`src/rtl/lfsr_pkg.sv`:
```
// lfsr_pkg: shared constants and helpers for the parity-protected LFSR.
// Holds default WIDTH/TAPS/SEED and the even-parity reduction function.
package lfsr_pkg;

  localparam int unsigned LFSR_WIDTH = 7;

  localparam logic [LFSR_WIDTH-1:0] LFSR_TAPS = 7'b110_0000;
  localparam logic [LFSR_WIDTH-1:0] LFSR_SEED = 7'b000_0001;

  // Even-parity bit: XOR reduction, so {p, v} has an even count of ones.
  function automatic logic parity_even(
    input logic [LFSR_WIDTH-1:0] v
  );
    return ^v;
  endfunction

endpackage

```
`src/rtl/lfsr_core.sv`:
```
// lfsr_core: Fibonacci shift-left LFSR with lock-up guard and sync reset.
// Ports: clk, rst (sync, active-high), state_o = current LFSR state.
module lfsr_core
  import lfsr_pkg::*;
#(
  parameter int unsigned           WIDTH = LFSR_WIDTH,
  parameter logic [WIDTH-1:0]      TAPS  = LFSR_TAPS,
  parameter logic [WIDTH-1:0]      SEED  = LFSR_SEED
) (
  input  logic             clk,
  input  logic             rst,
  output logic [WIDTH-1:0] state_o
);

  if (SEED == '0 || !TAPS[WIDTH-1]) begin : g_bad_params
    $error("lfsr_core: SEED must be non-zero and TAPS MSB set");
  end

  logic [WIDTH-1:0] state_q;
  logic [WIDTH-1:0] state_d;
  logic             fb;

  always_comb begin
    fb      = ^(state_q & TAPS);
    state_d = {state_q[WIDTH-2:0], fb};
    // All-zero is a fixed point of the XOR feedback; only an upset
    // can get us here, so reload the seed to restart the sequence.
    if (state_q == '0) begin
      state_d = SEED;
    end
  end

  always_ff @(posedge clk) begin
    if (rst) begin
      state_q <= SEED;
    end else begin
      state_q <= state_d;
    end
  end

  assign state_o = state_q;

endmodule

```
`src/rtl/lfsr_parity.sv`:
```
// lfsr_parity: free-running LFSR word with an even-parity MSB appended.
// Ports: clk, rst (sync, active-high), lfsr_out = {parity, state}.
module lfsr_parity
  import lfsr_pkg::*;
#(
  parameter int unsigned      WIDTH = LFSR_WIDTH,
  parameter logic [WIDTH-1:0] TAPS  = LFSR_TAPS,
  parameter logic [WIDTH-1:0] SEED  = LFSR_SEED
) (
  input  logic           clk,
  input  logic           rst,
  output logic [WIDTH:0] lfsr_out
);

  logic [WIDTH-1:0] state;

  lfsr_core #(
    .WIDTH (WIDTH),
    .TAPS  (TAPS),
    .SEED  (SEED)
  ) u_core (
    .clk     (clk),
    .rst     (rst),
    .state_o (state)
  );

  // Parity is combinational from the register, no extra stage.
  assign lfsr_out = {parity_even(state), state};

endmodule

```
`config.mk`:
```
export PLATFORM = sky130hd
export DESIGN_NAME = lfsr_parity
export DESIGN_NICKNAME = d
export VERILOG_FILES = /design/src/rtl/lfsr_pkg.sv /design/src/rtl/lfsr_core.sv /design/src/rtl/lfsr_parity.sv
export SDC_FILE = /design/constraint.sdc
export NUM_CORES = 1
export LEC_CHECK = 0
export CORE_AREA = 2 2 39 41
export DETAILED_ROUTE_END_ITERATION = 10
export DIE_AREA = 0 0 41 43
export PLACE_DENSITY_LB_ADDON = 0.12
export REMOVE_ABC_BUFFERS = 1
export SLEW_MARGIN = 20
export SYNTH_ARGS = -nofsm -noshare
export SYNTH_HDL_FRONTEND = slang
export SYNTH_SLANG_ARGS = --single-unit
```
`constraint.sdc`:
```
create_clock -name clk -period 2.01 [get_ports clk]
set_clock_uncertainty 0.2 [all_clocks]
set_input_delay 0.402 -clock clk [delete_from_list [all_inputs] [get_ports clk]]
set_output_delay 0.402 -clock clk [all_outputs]
set_load 0.01 [all_outputs]
```
Word-level counts from Yosys, hierarchy flattened. Index checks and enable logic that the tools add are counted.

Register bits: 7. Output and inout bits: 8. Word-level logic and storage cells: 5.

Reductions and logical operators: 4.

Operator list (number): $reduce_xor A7 Y1 (2); $logic_not A7 Y1 (1); $reduce_or A2 Y1 (1).

Depth between registers and ports, before layout. Gate-level depths: netlist of run 1.

Depth after elaboration: 2. Depth in mapped cells: 5. Mapped depth without buffers: 4.

Cells and area by module. From an unflattened synthesis of run 1, not the netlist that was laid out.

Cell total of the unflattened synthesis: 21. Area total of the unflattened synthesis: 267.8 µm².

Modules (own cells, without submodules): lfsr_core (sequential area each 140.1 µm², times used 1, cells each 17, area each 205.2 µm²); lfsr_parity (sequential area each 0.0 µm², times used 1, cells each 4, area each 62.6 µm²).

Worst setup path before layout of run 1. OpenSTA, ideal clock, no wires.

Path kind: register to output. Start point: register u_core.state_q[2], in the netlist u_core.state_o[2]. End point: output port lfsr_out[7]. Arrival time: 1.154 ns. Slack: 0.254 ns. Path buffers: 0. Stages on the path, launching flop included: 5. Data required time: 1.408 ns. Path through: dfxtp_1 > inv_1 > ha_1 > xor2_1 > xnor2_1.

Cells in the longest elaborated chain, start to end: 1.

RTL lines: from (decl) (line lfsr_core.sv:19) `logic [WIDTH-1:0] state_q;`; from (signal assigned) (line lfsr_core.sv:37) `state_q <= state_d;`; $reduce_xor A7 Y1 (line lfsr_pkg.sv:14) `return ^v;`; to (decl) (line lfsr_parity.sv:12) `output logic [WIDTH:0] lfsr_out`.

Every way passes these cells.

Final worst setup path of run 1.
Start point: register u_core.state_q[3], in the netlist u_core.state_o[3]. End point: output port lfsr_out[7].

Same word-level chain as after synthesis.

==> results of run 1 <==
## stage by stage
step / area [sq um] / util / hold WS, ns / instances / setup slack (ns)
after floorplan: 324 / - / 0.271 / 29 / 0.254
after global placement: 509 / 0.368 / 0.272 / 64 / -0.134
after detailed placement: 509 / 0.368 / 0.271 / 64 / -0.145
after CTS: 531 / 0.383 / 0.279 / 68 / 0.00610
after global routing: 591 / 0.427 / 0.287 / 68 / 0.00152
final: 591 / 0.427 / 0.271 / 68 / 0.123
## layer usage
layer	up-vias	wire length (um)	track usage
li1	144	-	-
met1	130	299	0.120
met2	7	309	0.113
met3	0	44	0.0419
met4	0	0	0.0200
met5	-	0	0
## cell type report
type	count	area, sq um
multi-input combinational	16	214
timing repair buffer	19	160
sequential	7	148
clock buffer	4	26.3
tap	16	20.0
inverter	6	22.5
fill	143	793
## critical path, cell delays in order (launching register included)
cell and delay [ns]:
dfxtp_2 0.33, inv_2 0.05, ha_4 0.27, xor2_2 0.14
xnor2_1 0.12, buf_2 0.14
## path summary, 6_finish.rpt
path	endpoint	slack [ns]	cells after the start
max reg2reg	u_core.state_o[2]	0.65	4
max	lfsr_out[7]	0.12	5
min reg2reg	u_core.state_o[4]	0.27	2
min	u_core.state_o[4]	0.27	2
## cells in the mapped netlist (all sizes together)
cell type	instances	share of area
dfxtp	7	0.42
nor3	6	0.20
and4b	1	0.030
xor2	1	0.026
xnor2	2	0.052
ha	3	0.11
buf	1	0.034
nand2	1	0.011
a311o	1	0.030
a21o	1	0.022
inv	6	0.067
## logic make-up (layout without fill, tap and decap cells)
logic type	after synthesis	count (layout)	synth area share
xor+xnor	3	3	0.0784
compound gates	2	2	0.0522
flops	7	7	0.418
buf+inv	7	29	0.101
fa+ha+maj	3	3	0.112
simple gates	8	8	0.239
## power by group through the flow
stage / combinational, mW / sequential [mW] / clock (mW)
after floorplan: 0.0490 / 0.157 / 0
after global placement: 0.113 / 0.153 / 0
after detailed placement: 0.114 / 0.153 / 0
after CTS: 0.107 / 0.150 / 0.132
after global routing: 0.137 / 0.154 / 0.138
final: 0.123 / 0.153 / 0.125
## what timing repair did
item	in CTS	in global routing
setup endpoints to repair	1	1
endpoints found under the hold margin	0	0
resized for setup	4	17
hold buffers	0	0
pin swaps	1	2
==> flow_summary.json, run 1 <==
{
  "startpoint": "u_core.state_o[3]",
  "final_cell_mix": "buf_4, clkdlybuf4s50_1, inv_2, dfxtp_2, nor3_2",
  "p_int_uw": 294,
  "required_ns": 1.41,
  "die_h_um": 43,
  "drive_gt1_frac": 0.712,
  "clkPwrFrac": 0.311,
  "period_needed_ns": 1.89,
  "endpoint_kind": "primary output",
  "synth_cell_types": 12,
  "ir_drop_mv": 0.318,
  "start_util": 0.242,
  "fmax_mhz": 530,
  "outcome": "finished clean",
  "drt_iter0_drc": 0,
  "gp_congestion": 0.660,
  "htree_num_levels": 1,
  "cts_tree": "built",
  "final_antenna_net_count": 0,
  "vias_per_cell": 4.13,
  "cts_buffers": 3,
  "grt_usage": 0.0845,
  "path_max_fanout": 2,
  "max_slew_margin": 0.706,
  "clockRootBuffer": "clkbuf_4",
  "core-area_sq_um": 1380,
  "power_switching_share": 0.267,
  "yosys_warnings": 0,
  "synth-seq-cells": 7,
  "ys_seq_area_frac": 0.418,
  "combPwrFrac": 0.308,
  "fin_crit_sh": 0.939,
  "hp-class": "reg2reg",
  "drt_wl_total_um": 652,
  "wire_per_inst_um": 9.59,
  "vias": 281,
  "p_leak_nw": 0.231,
  "postSynthAreaPerCell_sq_um": 11.2,
  "r2r_start": "u_core.state_o[4]",
  "setup_viol": 0,
  "nets": 58,
  "crit_type": "reg2out",
  "cts_sinks": 7,
  "drc": 0,
  "grt_overflow": 0,
  "maxCapViolations": 0,
  "synthCells": 30,
  "setup_tns_ns": 0,
  "grt_first_pass_wirelength_um": 966,
  "portBuffers": 9,
  "dp_hpwl_um": 527,
  "diodes": 0,
  "synthesis.area_sq_um": 335,
  "hp-start": "u_core.state_o[3]",
  "power.total_uw": 401,
  "rows": 14,
  "grt_pass1_vias": 229,
  "clk_latency_ns": 0.24,
  "cp.arrival_ns": 1.28,
  "clkSlewWorstSetupHoldPaths_ns": 0.05,
  "firstDrtPassIters": 1,
  "cp-start-kind": "register",
  "io_pins": 10,
  "largest_register_ffs": 7,
  "grt_max_degree": 8,
  "post_cts_buffers": 0,
  "p_switching_uw": 107,
  "maxSlewViolCount": 0,
  "final_common_cell": "buf_4",
  "antenna_found_initial": 0,
  "dieWidth_um": 41,
  "hold_viol": 0,
  "die-area_sq_um": 1760,
  "clockBufferDepth": 2,
  "rsz0062_at_grt": "false",
  "area_growth_pct": 76.1,
  "worst_pin_slew_ns": 0.440,
  "power_density_nw_per_um2": 679,
  "power_frac_seq": 0.381
}
Power figures use the tool's default switching activity.
==> run 2, diff against run 1 <==
--- a/config.mk
+++ b/config.mk
@@ -5,9 +5,11 @@
 export SDC_FILE = /design/constraint.sdc
 export NUM_CORES = 1
 export LEC_CHECK = 0
+export ABC_CLOCK_PERIOD_IN_PS = 2009
 export CORE_AREA = 2 2 39 41
 export DETAILED_ROUTE_END_ITERATION = 10
 export DIE_AREA = 0 0 41 43
+export GPL_TIMING_DRIVEN = 0
 export PLACE_DENSITY_LB_ADDON = 0.12
 export REMOVE_ABC_BUFFERS = 1
 export SLEW_MARGIN = 20
==> run 2 against run 1 <==
Fmax fell by 4.0%. Non-clock buffer count fell by 10. Hold slack improved by 0.016 ns. Critical path depth did not move.
==> flow_summary.json, run 2 (synthesis results as in run 1) <==
{
  "place_area_sq_um": 434,
  "nets": 48,
  "cp-start-kind": "register",
  "fmax_mhz": 509,
  "die_h_um": 43,
  "wire_per_inst_um": 11.4,
  "drive_gt1_frac": 0.476,
  "drt_iter0_drc": 8,
  "hold_viol": 0,
  "cp.arrival_ns": 1.36,
  "drt_wl_total_um": 664,
  "cts_tree": "built",
  "grt_usage": 0.0825,
  "gp_congestion": 0.719,
  "firstDrtPassIters": 3,
  "final_cells": 58,
  "register_area_sq_um": 144,
  "grt_max_degree": 8,
  "hp-class": "reg2reg",
  "endpoint_kind": "primary output",
  "setup_viol": 0,
  "clockRootBuffer": "clkbuf_4",
  "clockBufferDepth": 2,
  "dieWidth_um": 41,
  "largest_register_ffs": 7,
  "cts_buffers": 3,
  "portBuffers": 9,
  "final_common_cell": "clkdlybuf4s50_1",
  "vias_per_cell": 4.48,
  "area_growth_pct": 52.6,
  "required_ns": 1.41,
  "grt_pass1_vias": 213,
  "fillerInstances": 141,
  "htree_num_levels": 1,
  "worst_pin_slew_ns": 0.454,
  "max_slew_margin": 0.697,
  "setup_tns_ns": 0,
  "crit_type": "reg2out",
  "die-area_sq_um": 1760,
  "grt_first_pass_wirelength_um": 931,
  "vias": 260,
  "fin_area_sq_um": 512,
  "cts_sinks": 7,
  "outcome": "finished clean",
  "diodes": 0,
  "grt_overflow": 0,
  "postLayoutCoreUtil": 0.370,
  "cts_hold_buf": 0,
  "clk_latency_ns": 0.25,
  "setup_ws_ns": 0.0452,
  "multiInputGateArea_sq_um": 214,
  "p_leak_nw": 0.182,
  "final_cell_mix": "clkdlybuf4s50_1, nor3_2, inv_1, dfxtp_1",
  "final_antenna_net_count": 0,
  "antenna_found_initial": 0,
  "core-area_sq_um": 1380,
  "clkSlewWorstSetupHoldPaths_ns": 0.05,
  "drc": 0,
  "maxCapViolations": 0,
  "io_pins": 10,
  "rows": 14,
  "path_max_fanout": 4,
  "power_density_nw_per_um2": 756,
  "fin_crit_sh": 0.978,
  "start_util": 0.242,
  "place_ws_ns": -0.193,
  "maxSlewViolCount": 0,
  "placed_cells": 54,
  "period_needed_ns": 1.96,
  "ir_drop_mv": 0.296
}
==> run 2: changes by cell type in the layout (fill, tap and decap cells not counted) <==
cell,change
buf_4,-10
dfxtp_1,+3
dfxtp_2,-3
inv_1,+4
inv_2,-4
==> run 2: critical path: stages, from the launching register on <==
cell     delay [ns]
dfxtp_2        0.33
inv_1          0.11
ha_4           0.22
xnor2_2        0.18
xnor2_1        0.13
buf_2          0.14
==> run 2: layout make-up <==
class	instances	area share
sequential	7	0.281
timing repair buffer	9	0.166
clock buffer	4	0.0513
multi-input combinational	16	0.418
tap	16	0.0391
inverter	6	0.0440
==> run 2: path summary, 6_finish.rpt <==
check,startpoint,end,slack [ns],cells after the start
worst max-delay path,u_core.state_o[5],lfsr_out[7],0.05,5
worst max register to register,u_core.state_o[5],u_core.state_o[1],0.58,4
worst min-delay path,u_core.state_o[4],u_core.state_o[5],0.29,2
worst min register to register,u_core.state_o[4],u_core.state_o[5],0.29,2
==> run 2: report_power, final <==
part | switching, mW | total [mW] | internal, mW | leakage (nW)
Sequential | 0.00367 | 0.151 | 0.147 | 0.0579
Clock | 0.0543 | 0.130 | 0.0759 | 0.0150
Combinational | 0.0516 | 0.106 | 0.0540 | 0.110
==> run 2: metal layers <==
| metal | part of all wire | track usage | up-vias |
|---|---|---|---|
| met5 | 0 | 0 | - |
| met4 | 0.027 | 0.0600 | 0 |
| met3 | 0.059 | 0.0314 | 4 |
| met2 | 0.47 | 0.0969 | 10 |
| met1 | 0.44 | 0.117 | 125 |
| li1 | - | - | 121 |
==> run 2: what timing repair did <==
action	in CTS	in global routing
gates resized for setup	7	7
endpoints found under the setup margin	1	1
gates cloned	0	0
buffers inserted	0	0
pin swaps	4	1
==> run 2: through the flow <==
stage	hold WS, ns	total power [mW]
global route	0.313	0.413
CTS	0.270	0.375
finish	0.286	0.387
floorplan	0.271	0.206
detailed placement	0.275	0.246
global placement	0.266	0.247
